<file path="src/rtl/ipf_pkg.sv">
// Shared states, LCU size codes and frame geometry for the IPF frame scheduler.
package ipf_pkg;
    localparam int FRAME_W = 128;
    localparam int ADDR_W  = 14;
    localparam int COORD_W = 7;
    localparam int PIX_W   = 8;

    typedef enum logic [1:0] {IDLE, FETCH, LCU_WAIT, DONE} state_t;

    typedef enum logic [1:0] {
        LCU16   = 2'd0,
        LCU32   = 2'd1,
        LCU64   = 2'd2,
        LCU_BAD = 2'd3
    } lcu_size_t;

    // log2 of the LCU edge length: 16 << size.
    function automatic logic [2:0] size_shift(input logic [1:0] size);
        return 3'd4 + {1'b0, size};
    endfunction
endpackage

</file>
<file path="src/rtl/ipf_skid_reg.sv">
// One-entry holding register for a memory return that the core cannot take yet.
module ipf_skid_reg #(
    parameter int W = 8
) (
    input  logic         clk,
    input  logic         rst,
    input  logic         push,
    input  logic         pop,
    input  logic [W-1:0] din,
    output logic [W-1:0] dout,
    output logic         full
);
    // NOTE: the data word is reset along with the valid bit; it is a single register, so this costs nothing.
    always_ff @(posedge clk or posedge rst) begin
        if (rst) begin
            full <= 1'b0;
            dout <= '0;
        end else if (push) begin
            full <= 1'b1;
            dout <= din;
        end else if (pop) begin
            full <= 1'b0;
        end
    end
endmodule

</file>
<file path="src/rtl/ipf_lcu_scheduler.sv">
// Walks a 128x128 frame LCU by LCU, streams each LCU's pixels into the IPF core
// under busy backpressure, and waits for the core to finish filtering before moving on.
module ipf_lcu_scheduler
    import ipf_pkg::*;
(
    input  logic              clk,
    input  logic              rst,
    input  logic              start,
    input  logic [1:0]        cfg_lcu_size,
    output logic              active,
    output logic              frame_done,
    output logic              cfg_err,
    output logic              mem_rd_en,
    output logic [ADDR_W-1:0] mem_rd_addr,
    input  logic [PIX_W-1:0]  mem_rd_data,
    output logic              ipf_in_en,
    output logic [PIX_W-1:0]  ipf_din,
    output logic [2:0]        ipf_lcu_x,
    output logic [2:0]        ipf_lcu_y,
    output logic [1:0]        ipf_lcu_size,
    input  logic              ipf_busy
);
    state_t     state_q, state_d;
    lcu_size_t  size_q, size_d;
    logic [2:0] lx_q, lx_d, ly_q, ly_d;
    logic [5:0] row_q, row_d, col_q, col_d;
    logic       busy_seen_q, busy_seen_d;
    logic       rd_pending_q;
    logic       cfg_err_d;

    logic             skid_full, skid_push, skid_pop;
    logic [PIX_W-1:0] skid_data;

    logic [2:0]         shift;
    logic [COORD_W-1:0] lcu_s;
    logic [5:0]         pix_max;
    logic [2:0]         lcu_max;
    logic               drained;
    logic [COORD_W-1:0] addr_row, addr_col;

    assign shift   = size_shift(size_q);
    assign lcu_s   = 7'd1 << shift;
    assign pix_max = 6'(lcu_s - 7'd1);
    assign lcu_max = 3'((8'd128 >> shift) - 8'd1);
    assign drained = !rd_pending_q && !skid_full;

    // LCU origin is aligned to S, so OR-ing in the pixel offset equals adding it.
    assign addr_row    = ({4'd0, ly_q} << shift) | 7'(row_q);
    assign addr_col    = ({4'd0, lx_q} << shift) | 7'(col_q);
    assign mem_rd_addr = {addr_row, addr_col};

    always_comb begin
        // NOTE: every signal written here gets a default first so no path can infer a latch.
        state_d     = state_q;
        size_d      = size_q;
        lx_d        = lx_q;
        ly_d        = ly_q;
        row_d       = row_q;
        col_d       = col_q;
        busy_seen_d = busy_seen_q;
        cfg_err_d   = 1'b0;
        mem_rd_en   = 1'b0;
        case (state_q)
            IDLE: begin
                if (start) begin
                    if (cfg_lcu_size == LCU_BAD) begin
                        cfg_err_d = 1'b1;
                    end else begin
                        size_d      = lcu_size_t'(cfg_lcu_size);
                        lx_d        = '0;
                        ly_d        = '0;
                        row_d       = '0;
                        col_d       = '0;
                        busy_seen_d = 1'b0;
                        state_d     = FETCH;
                    end
                end
            end
            FETCH: begin
                mem_rd_en = !ipf_busy && !skid_full;
                if (mem_rd_en) begin
                    if (col_q == pix_max) begin
                        col_d = '0;
                        if (row_q == pix_max) begin
                            row_d   = '0;
                            state_d = LCU_WAIT;
                        end else begin
                            row_d = row_q + 6'd1;
                        end
                    end else begin
                        col_d = col_q + 6'd1;
                    end
                end
            end
            LCU_WAIT: begin
                // Only a busy pulse seen after the last pixel reached the core marks the end of filtering.
                if (busy_seen_q) begin
                    if (!ipf_busy) begin
                        busy_seen_d = 1'b0;
                        state_d     = FETCH;
                        if (lx_q == lcu_max) begin
                            lx_d = '0;
                            if (ly_q == lcu_max) begin
                                ly_d    = '0;
                                state_d = DONE;
                            end else begin
                                ly_d = ly_q + 3'd1;
                            end
                        end else begin
                            lx_d = lx_q + 3'd1;
                        end
                    end
                end else if (drained && ipf_busy) begin
                    busy_seen_d = 1'b1;
                end
            end
            DONE: begin
                state_d = IDLE;
            end
            default: begin
                state_d = IDLE;
            end
        endcase
    end

    always_ff @(posedge clk or posedge rst) begin
        if (rst) begin
            state_q      <= IDLE;
            size_q       <= LCU16;
            lx_q         <= '0;
            ly_q         <= '0;
            row_q        <= '0;
            col_q        <= '0;
            busy_seen_q  <= 1'b0;
            rd_pending_q <= 1'b0;
            cfg_err      <= 1'b0;
        end else begin
            state_q      <= state_d;
            size_q       <= size_d;
            lx_q         <= lx_d;
            ly_q         <= ly_d;
            row_q        <= row_d;
            col_q        <= col_d;
            busy_seen_q  <= busy_seen_d;
            rd_pending_q <= mem_rd_en;
            cfg_err      <= cfg_err_d;
        end
    end

    // A return meeting busy is parked; it can never coincide with a full skid since reads stop while it is full.
    assign skid_push = rd_pending_q && ipf_busy;
    assign skid_pop  = skid_full && !ipf_busy;

    ipf_skid_reg #(.W(PIX_W)) u_skid (
        .clk  (clk),
        .rst  (rst),
        .push (skid_push),
        .pop  (skid_pop),
        .din  (mem_rd_data),
        .dout (skid_data),
        .full (skid_full)
    );

    assign ipf_in_en    = (rd_pending_q || skid_full) && !ipf_busy;
    assign ipf_din      = ipf_in_en ? (skid_full ? skid_data : mem_rd_data) : '0;
    assign active       = (state_q == FETCH) || (state_q == LCU_WAIT);
    assign frame_done   = (state_q == DONE);
    assign ipf_lcu_x    = lx_q;
    assign ipf_lcu_y    = ly_q;
    assign ipf_lcu_size = size_q;
endmodule

</file>
<file path="config.mk">
export PLATFORM = sky130hd
export DESIGN_NAME = ipf_lcu_scheduler
export DESIGN_NICKNAME = d
export VERILOG_FILES = /design/src/rtl/ipf_pkg.sv /design/src/rtl/ipf_skid_reg.sv /design/src/rtl/ipf_lcu_scheduler.sv
export SDC_FILE = /design/constraint.sdc
export NUM_CORES = 1
export LEC_CHECK = 0
export BUFFER_PORTS_ARGS = -buffer_cell sky130_fd_sc_hd__buf_2
export CAP_MARGIN = 20
export CORE_MARGIN = 3
export CORE_UTILIZATION = 59
export DETAILED_ROUTE_END_ITERATION = 6
export GPL_TIMING_DRIVEN = 0
export MAX_ROUTING_LAYER = met4
export PLACE_DENSITY = 0.84
export SYNTH_ARGS = -nofsm -noshare
export SYNTH_HDL_FRONTEND = slang
export SYNTH_SLANG_ARGS = --single-unit
</file>
<file path="constraint.sdc">
create_clock -name clk -period 5.1 [get_ports clk]
set_input_delay 0.255 -clock clk [delete_from_list [all_inputs] [get_ports clk]]
set_output_delay 0.255 -clock clk [all_outputs]
set_load 0.1 [all_outputs]
</file>
# Word level (Yosys, flattened, before mapping)
# Index checks and enable logic that the tools add are counted.
[word_totals] regBits=34 input_bits=14 word_cells=107
[classes] addsub=7 n_eq_ne=16 shift=4 muxes=44 n_bitwise=3 n_reduce_logical=22
[op_table] operator="6-bit two-way mux" count=7
[op_table] operator="3-bit two-way mux" count=9
[op_table] operator="6-bit one-hot mux with 2 select lines" count=2
[op_table] operator="2-bit two-way mux" count=9
[op_table] operator="8-bit two-way mux" count=2
[op_table] operator="2-bit != test, second input constant" count=8
[op_table] operator="7-bit by 6-bit bitwise OR with 7-bit output" count=2
[op_table] operator="3-bit by 3-bit << shifter with 7-bit output" count=2
[op_table] operator="6-bit by 1-bit adder with 6-bit output, second input constant" count=2
[op_table] operator="6-bit equality test" count=2
[op_table] operator="3-bit one-hot mux with 2 select lines" count=2
[op_table] operator="1-bit two-way mux" count=11
[op_table] operator="5-bit AND reduction" count=2
[op_table] operator="2-bit one-hot mux with 4 select lines" count=1
[op_table] operator="8-bit by 3-bit right shift with 3-bit output, first input constant" count=1
[op_table] operator="7-bit AND reduction" count=1
[op_table] operator="3-bit by 1-bit adder with 3-bit output, second input constant" count=2
[op_table] operator="2-bit equality test, second input constant" count=3
[op_table] operator="3-bit equality test" count=2
[op_table] operator="1-bit logical AND" count=6
[op_table] operator="3-bit AND reduction" count=2
[op_table] operator="6-bit AND reduction" count=1
[op_table] operator="2-bit nonzero test" count=3
[op_table] operator="1-bit by 3-bit << shifter with 6-bit output, first input constant" count=1
[op_table] operator="other kinds (10)" count=13

# Longest topological paths before layout
[logic_depth] word_depth=9 ltp_mapped=8 mapped_depth_nobuf=7

# By module
# A second synthesis with hierarchy kept.
[unflattened] cells_unflattened=242 area_unflattened_um2=2259.7
[by_module_without_submodules] module="ipf_lcu_scheduler" n_inst=1 cells_each=221 area_each_um2=1886.8 seq_area_each_um2=625.6
[by_module_without_submodules] module="ipf_skid_reg" n_inst=1 cells_each=21 area_each_um2=372.9 seq_area_each_um2=225.2

# Least setup slack after synthesis
# No wires, ideal clock.
[synth_timing] path_kind="reg-to-output" start="register size_q[1], in the netlist ipf_lcu_size[1]" end="output port mem_rd_addr[6]" arrival_time_ns=2.892 required_ns=4.845 slack_ns=1.953 path_stages_with_launch=5 path_buffers=2 cell_sequence="dfrtp_1 buf_4 buf_2 mux2i_1 o21ai_1"
[synth_via] elab_chain_cells=3
[synth_rtl] element="from (decl)" line_no="ipf_lcu_scheduler.sv:24" source="lcu_size_t size_q, size_d;"
[synth_rtl] element="from (signal assigned)" line_no="ipf_lcu_scheduler.sv:139" source="size_q <= size_d;"
[synth_rtl] element="3-bit by 2-bit adder with 3-bit output" line_no="ipf_pkg.sv:19" source="return 3'd4 + {1'b0, size};"
[synth_rtl] element="3-bit by 3-bit << shifter with 7-bit output" line_no="ipf_lcu_scheduler.sv:49" source="assign addr_col = ({4'd0, lx_q} << shift) | 7'(col_q);"
[synth_rtl] element="7-bit by 6-bit bitwise OR with 7-bit output" line_no="ipf_lcu_scheduler.sv:49"
[synth_rtl] element="to (decl)" line_no="ipf_lcu_scheduler.sv:14" source="output logic [ADDR_W-1:0] mem_rd_addr,"
# Every way passes these cells.

# Worst setup path after layout
[layout_timing] start="register u_skid.full" end="output port ipf_din[7]"
[layout_via] elab_chain_cells=3 word_cells_on_any_way=4 classes_between="2 x mux; 2 x reduce/logical"
[layout_rtl] element="from (decl)" line_no="ipf_skid_reg.sv:11" source="output logic full"
[layout_rtl] element="from (signal assigned)" line_no="ipf_skid_reg.sv:16" source="full <= 1'b0;"
[layout_rtl] element="from (signal assigned)" line_no="ipf_skid_reg.sv:19" source="full <= 1'b1;"
[layout_rtl] element="from (signal assigned)" line_no="ipf_skid_reg.sv:22" source="full <= 1'b0;"
[layout_rtl] element="1-bit logical OR" line_no="ipf_lcu_scheduler.sv:164" source="assign ipf_in_en = (rd_pending_q || skid_full) && !ipf_busy;"
[layout_rtl] element="1-bit logical AND" line_no="ipf_lcu_scheduler.sv:164"
[layout_rtl] element="8-bit two-way mux *" line_no="ipf_lcu_scheduler.sv:165" source="assign ipf_din = ipf_in_en ? (skid_full ? skid_data : mem_rd_data) : '0;"
[layout_rtl] element="to (decl)" line_no="ipf_lcu_scheduler.sv:17" source="output logic [PIX_W-1:0] ipf_din,"
# Mark *: on every way between the ends. The rest lies on a longest branch, timed or not.

==> impl_metrics.py <==
metrics = {
    "timing": {
        "hold-worst-slack_ps": 30.4,
        "fin_ws_ps": 2450,
        "clock.fmax_ghz": 0.378,
        "maxSlewHeadroom_pct": 54.9,
        "skew_ps": 6.30,
        "period_needed_ps": 2650,
        "setup_viol": 0,
        "slew_viol_final": 0,
        "setup_tns_ps": 0,
        "rsz0062_at_grt": "no",
        "final_hold_viol_count": 0,
        "worst_pin_slew_ps": 658,
        "fin_crit_sh_pct": 51.9,
    },
    "synthesis": {
        "synthFlopType": "dfrtp_1",
        "synthMuxAreaShare_pct": 11.3,
        "netlist_area_mm2": 0.00223,
        "yosys_register_bits": 34,
        "yosysUniqueCellTypes": 51,
        "synth.largest_area_cell": "dfrtp_1",
        "syn-num-nets": 264,
        "synthMostInstantiatedCell": "dfrtp_1",
        "synthTopCellsByArea": "dfrtp_1 38%, mux2i_1 6.3%, nor2_1 5.2%",
        "synthXorXnorAreaFrac_pct": 1.18,
        "yosysWarnings": 0,
        "synth_fa_ha_area_share_pct": 4.48,
        "synth_area_per_cell_um2": 9.23,
        "synth_compound_area_share_pct": 15.7,
        "synth-simple-area-share_pct": 23.2,
        "ys_seq_area_share_pct": 38.1,
        "yosys.area.top_type_share_pct": 38.1,
        "async_reset_ff_share_pct": 100,
        "synth_commonest_cells": "34 x dfrtp_1, 31 x nor2_1, 24 x nand2_1, 14 x mux2i_1, 9 x buf_4",
        "synth_edf_count": 0,
        "synth_top_family_by_area": "simple AND/OR/NAND/NOR gates",
        "syn_inst": 242,
    },
    "critical_path": {
        "cp.arrival_ps": 2390,
        "slowest_delay_ps": 530,
        "reg2reg_from": "state_q[1]",
        "crit_fanout": 10,
        "critPathLaunchType": "flop",
        "cp_cell_sequence": "buf_1, nor2_1, or2_1, clkbuf_1, nor2_1, buf_2",
        "cp_slowest_cell": "buf_1",
        "rrSetupSlack_ps": 2860,
        "worst_ep_required_time_ps": 4850,
        "reg2reg_to": "col_q[5]",
        "cp-end-kind": "output pin",
        "rr_worst_depth": 8,
        "crit_top_cell": "nor2_1",
        "critPathKind": "flop to output pin",
    },
    "job": {
        "drv_cap": 0,
    },
    "global_routing": {
        "overflow": 0,
        "grt_max_degree": 22,
        "track_usage_pct": 23.9,
        "grt_pass1_vias": 1743,
        "antenna_found_initial": 0,
        "grt_pass1_wl_mm": 7.89,
    },
    "clocking": {
        "numCtsBuffers": 5,
        "htreeDepth": 2,
        "cts_resized": 0,
        "clk_latency_ps": 290,
        "cts_root_buf": "clkbuf_8",
        "cts_tree": "done",
        "cts_setup_buffers": 0,
        "cts_hold_buf": 0,
        "cts.sinks": 34,
        "clockBufferDepth": 2,
        "path_clk_slew_ps": 60,
    },
    "detailed_routing": {
        "avgViaCountPerCell": 5.65,
        "wl_met1_mm": 2.25,
        "wl_met3_um": 244,
        "firstDrtPassIters": 4,
        "post_drt_wl_per_cell_um": 14.0,
        "wirelength_mm": 4.77,
        "num_vias": 1934,
        "wl_met2_mm": 2.22,
        "first_iter_violations": 128,
        "drc": 0,
        "ant_nets": 0,
        "top_layer": "met4",
    },
    "pwr": {
        "p_int_mw": 0.512,
        "power_mw": 0.939,
        "combPwrFrac_pct": 42.6,
        "power_density_mw_per_mm2": 356,
        "swShare_pct": 45.5,
        "power_frac_seq_pct": 36.9,
        "ir_worst_vdd_mv": 0.276,
        "pwr-share-clk_pct": 20.5,
        "p_leak_nw": 1.27,
        "switching_power_mw": 0.427,
    },
    "placed_design": {
        "dp_slack_ps": 2780,
        "dp_hpwl_mm": 3.59,
        "portBuffers": 47,
        "gp_congestion": 0.824,
        "post_dp_cell_area_mm2": 0.00255,
    },
    "min_path": {
        "hold_path_class": "input port to async pin",
    },
    "finish": {
        "areaGrowthSynthToFinish_pct": 18.0,
        "fin_nets": 319,
        "n_antenna_cell": 0,
        "layout-drive-gt1-share_pct": 27.0,
        "fin_area_mm2": 0.00264,
    },
    "die": {
        "rows": 21,
        "design.core.area_mm2": 0.00349,
        "ios": 49,
        "initial_core_util_pct": 63.9,
        "dieWidth_um": 67.5,
        "die_y_um": 67.5,
        "dieArea_mm2": 0.00456,
    },
    "run_status": {
        "status": "complete, no violations",
    },
}
-- worst max-delay path: cells and delay by family, from the launching register on --
| kind | cells | cell delay (ps) |
|---|---|---|
| DFF | 1 | 390 |
| buffers and inverters | 3 | 1190 |
| and+or+nand+nor | 3 | 520 |
-- cell type report --
cell class / count / area (um^2)
multi-input cells: 182 / 1250
fillers: 256 / 858
flip-flops and latches: 34 / 851
repair buffers: 48 / 263
plain buffers: 16 / 96.3
clock buffers: 6 / 82.6
well taps: 46 / 57.6
inverters: 10 / 37.5
-- state kept, by name (all words and copies together) (netlist names) --
signal        cells
busy_seen_q       1
cfg_err           1
col_q             6
ipf_lcu_size      2
ipf_lcu_x         3
ipf_lcu_y         3
rd_pending_q      1
row_q             6
state_q           2
u_skid.dout       8
u_skid.full       1
-- layout by cell type (no fill, tap or decap), types with 4 or more instances in the layout --
master,n
buf_2,49
nand2_1,24
o21ai_0,7
mux2_2,8
nor2_1,31
nor2b_1,6
nand3_1,7
nor3_1,5
dfrtp_1,34
or2_1,4
nand2b_1,5
o31ai_1,4
clkbuf_1,4
mux2i_1,14
inv_1,8
a21oi_1,4
ha_1,8
buf_4,9
clkbuf_8,6
o21ai_1,5
-- power groups by stage --
stage               registers (mW)  clock network (mW)  logic (mW)
global route                 0.355               0.213       0.423
finish                       0.347               0.193       0.400
global placement             0.350                   0       0.390
detailed placement           0.351                   0       0.401
CTS                          0.346               0.198       0.402
floorplan                    0.341                   0       0.349
-- worst max path at each step --
stage	start	end	slack, ps	cells past startpoint
2_1_floorplan	ipf_lcu_size[1]	mem_rd_addr[6]	1950	4
6_report	u_skid.full	ipf_din[7]	2450	6
4_1_cts	u_skid.full	ipf_din[7]	2460	6
3_5_place_dp	u_skid.full	ipf_din[7]	2780	6
5_1_grt	u_skid.full	ipf_din[0]	2290	6
3_3_place_gp	u_skid.full	ipf_din[7]	2780	6
-- metal layers --
layer	vias to the layer above	global-route usage, %
met3	5	5.66
li1	963	-
met2	53	36.3
met1	913	31.3
met5	-	-
met4	0	7.85
-- through the flow --
| stage | util (%) | cells |
|---|---|---|
| after global placement | 72.3 | 335 |
| final | 75.4 | 342 |
| after CTS | 75.4 | 342 |
| after global routing | 75.4 | 342 |
| after floorplan | - | 242 |
| after detailed placement | 73.1 | 336 |
-- logic make-up (layout without fill, tap and decap cells) --
family          Yosys count  after routing
flops                    34             34
mux                      24             24
compound gates           47             47
fa+ha+maj                 8              8
simple gates            100            100
xor+xnor                  3              3
buf+inv                  26             80
No activity file was read; power rests on OpenSTA's default activity.
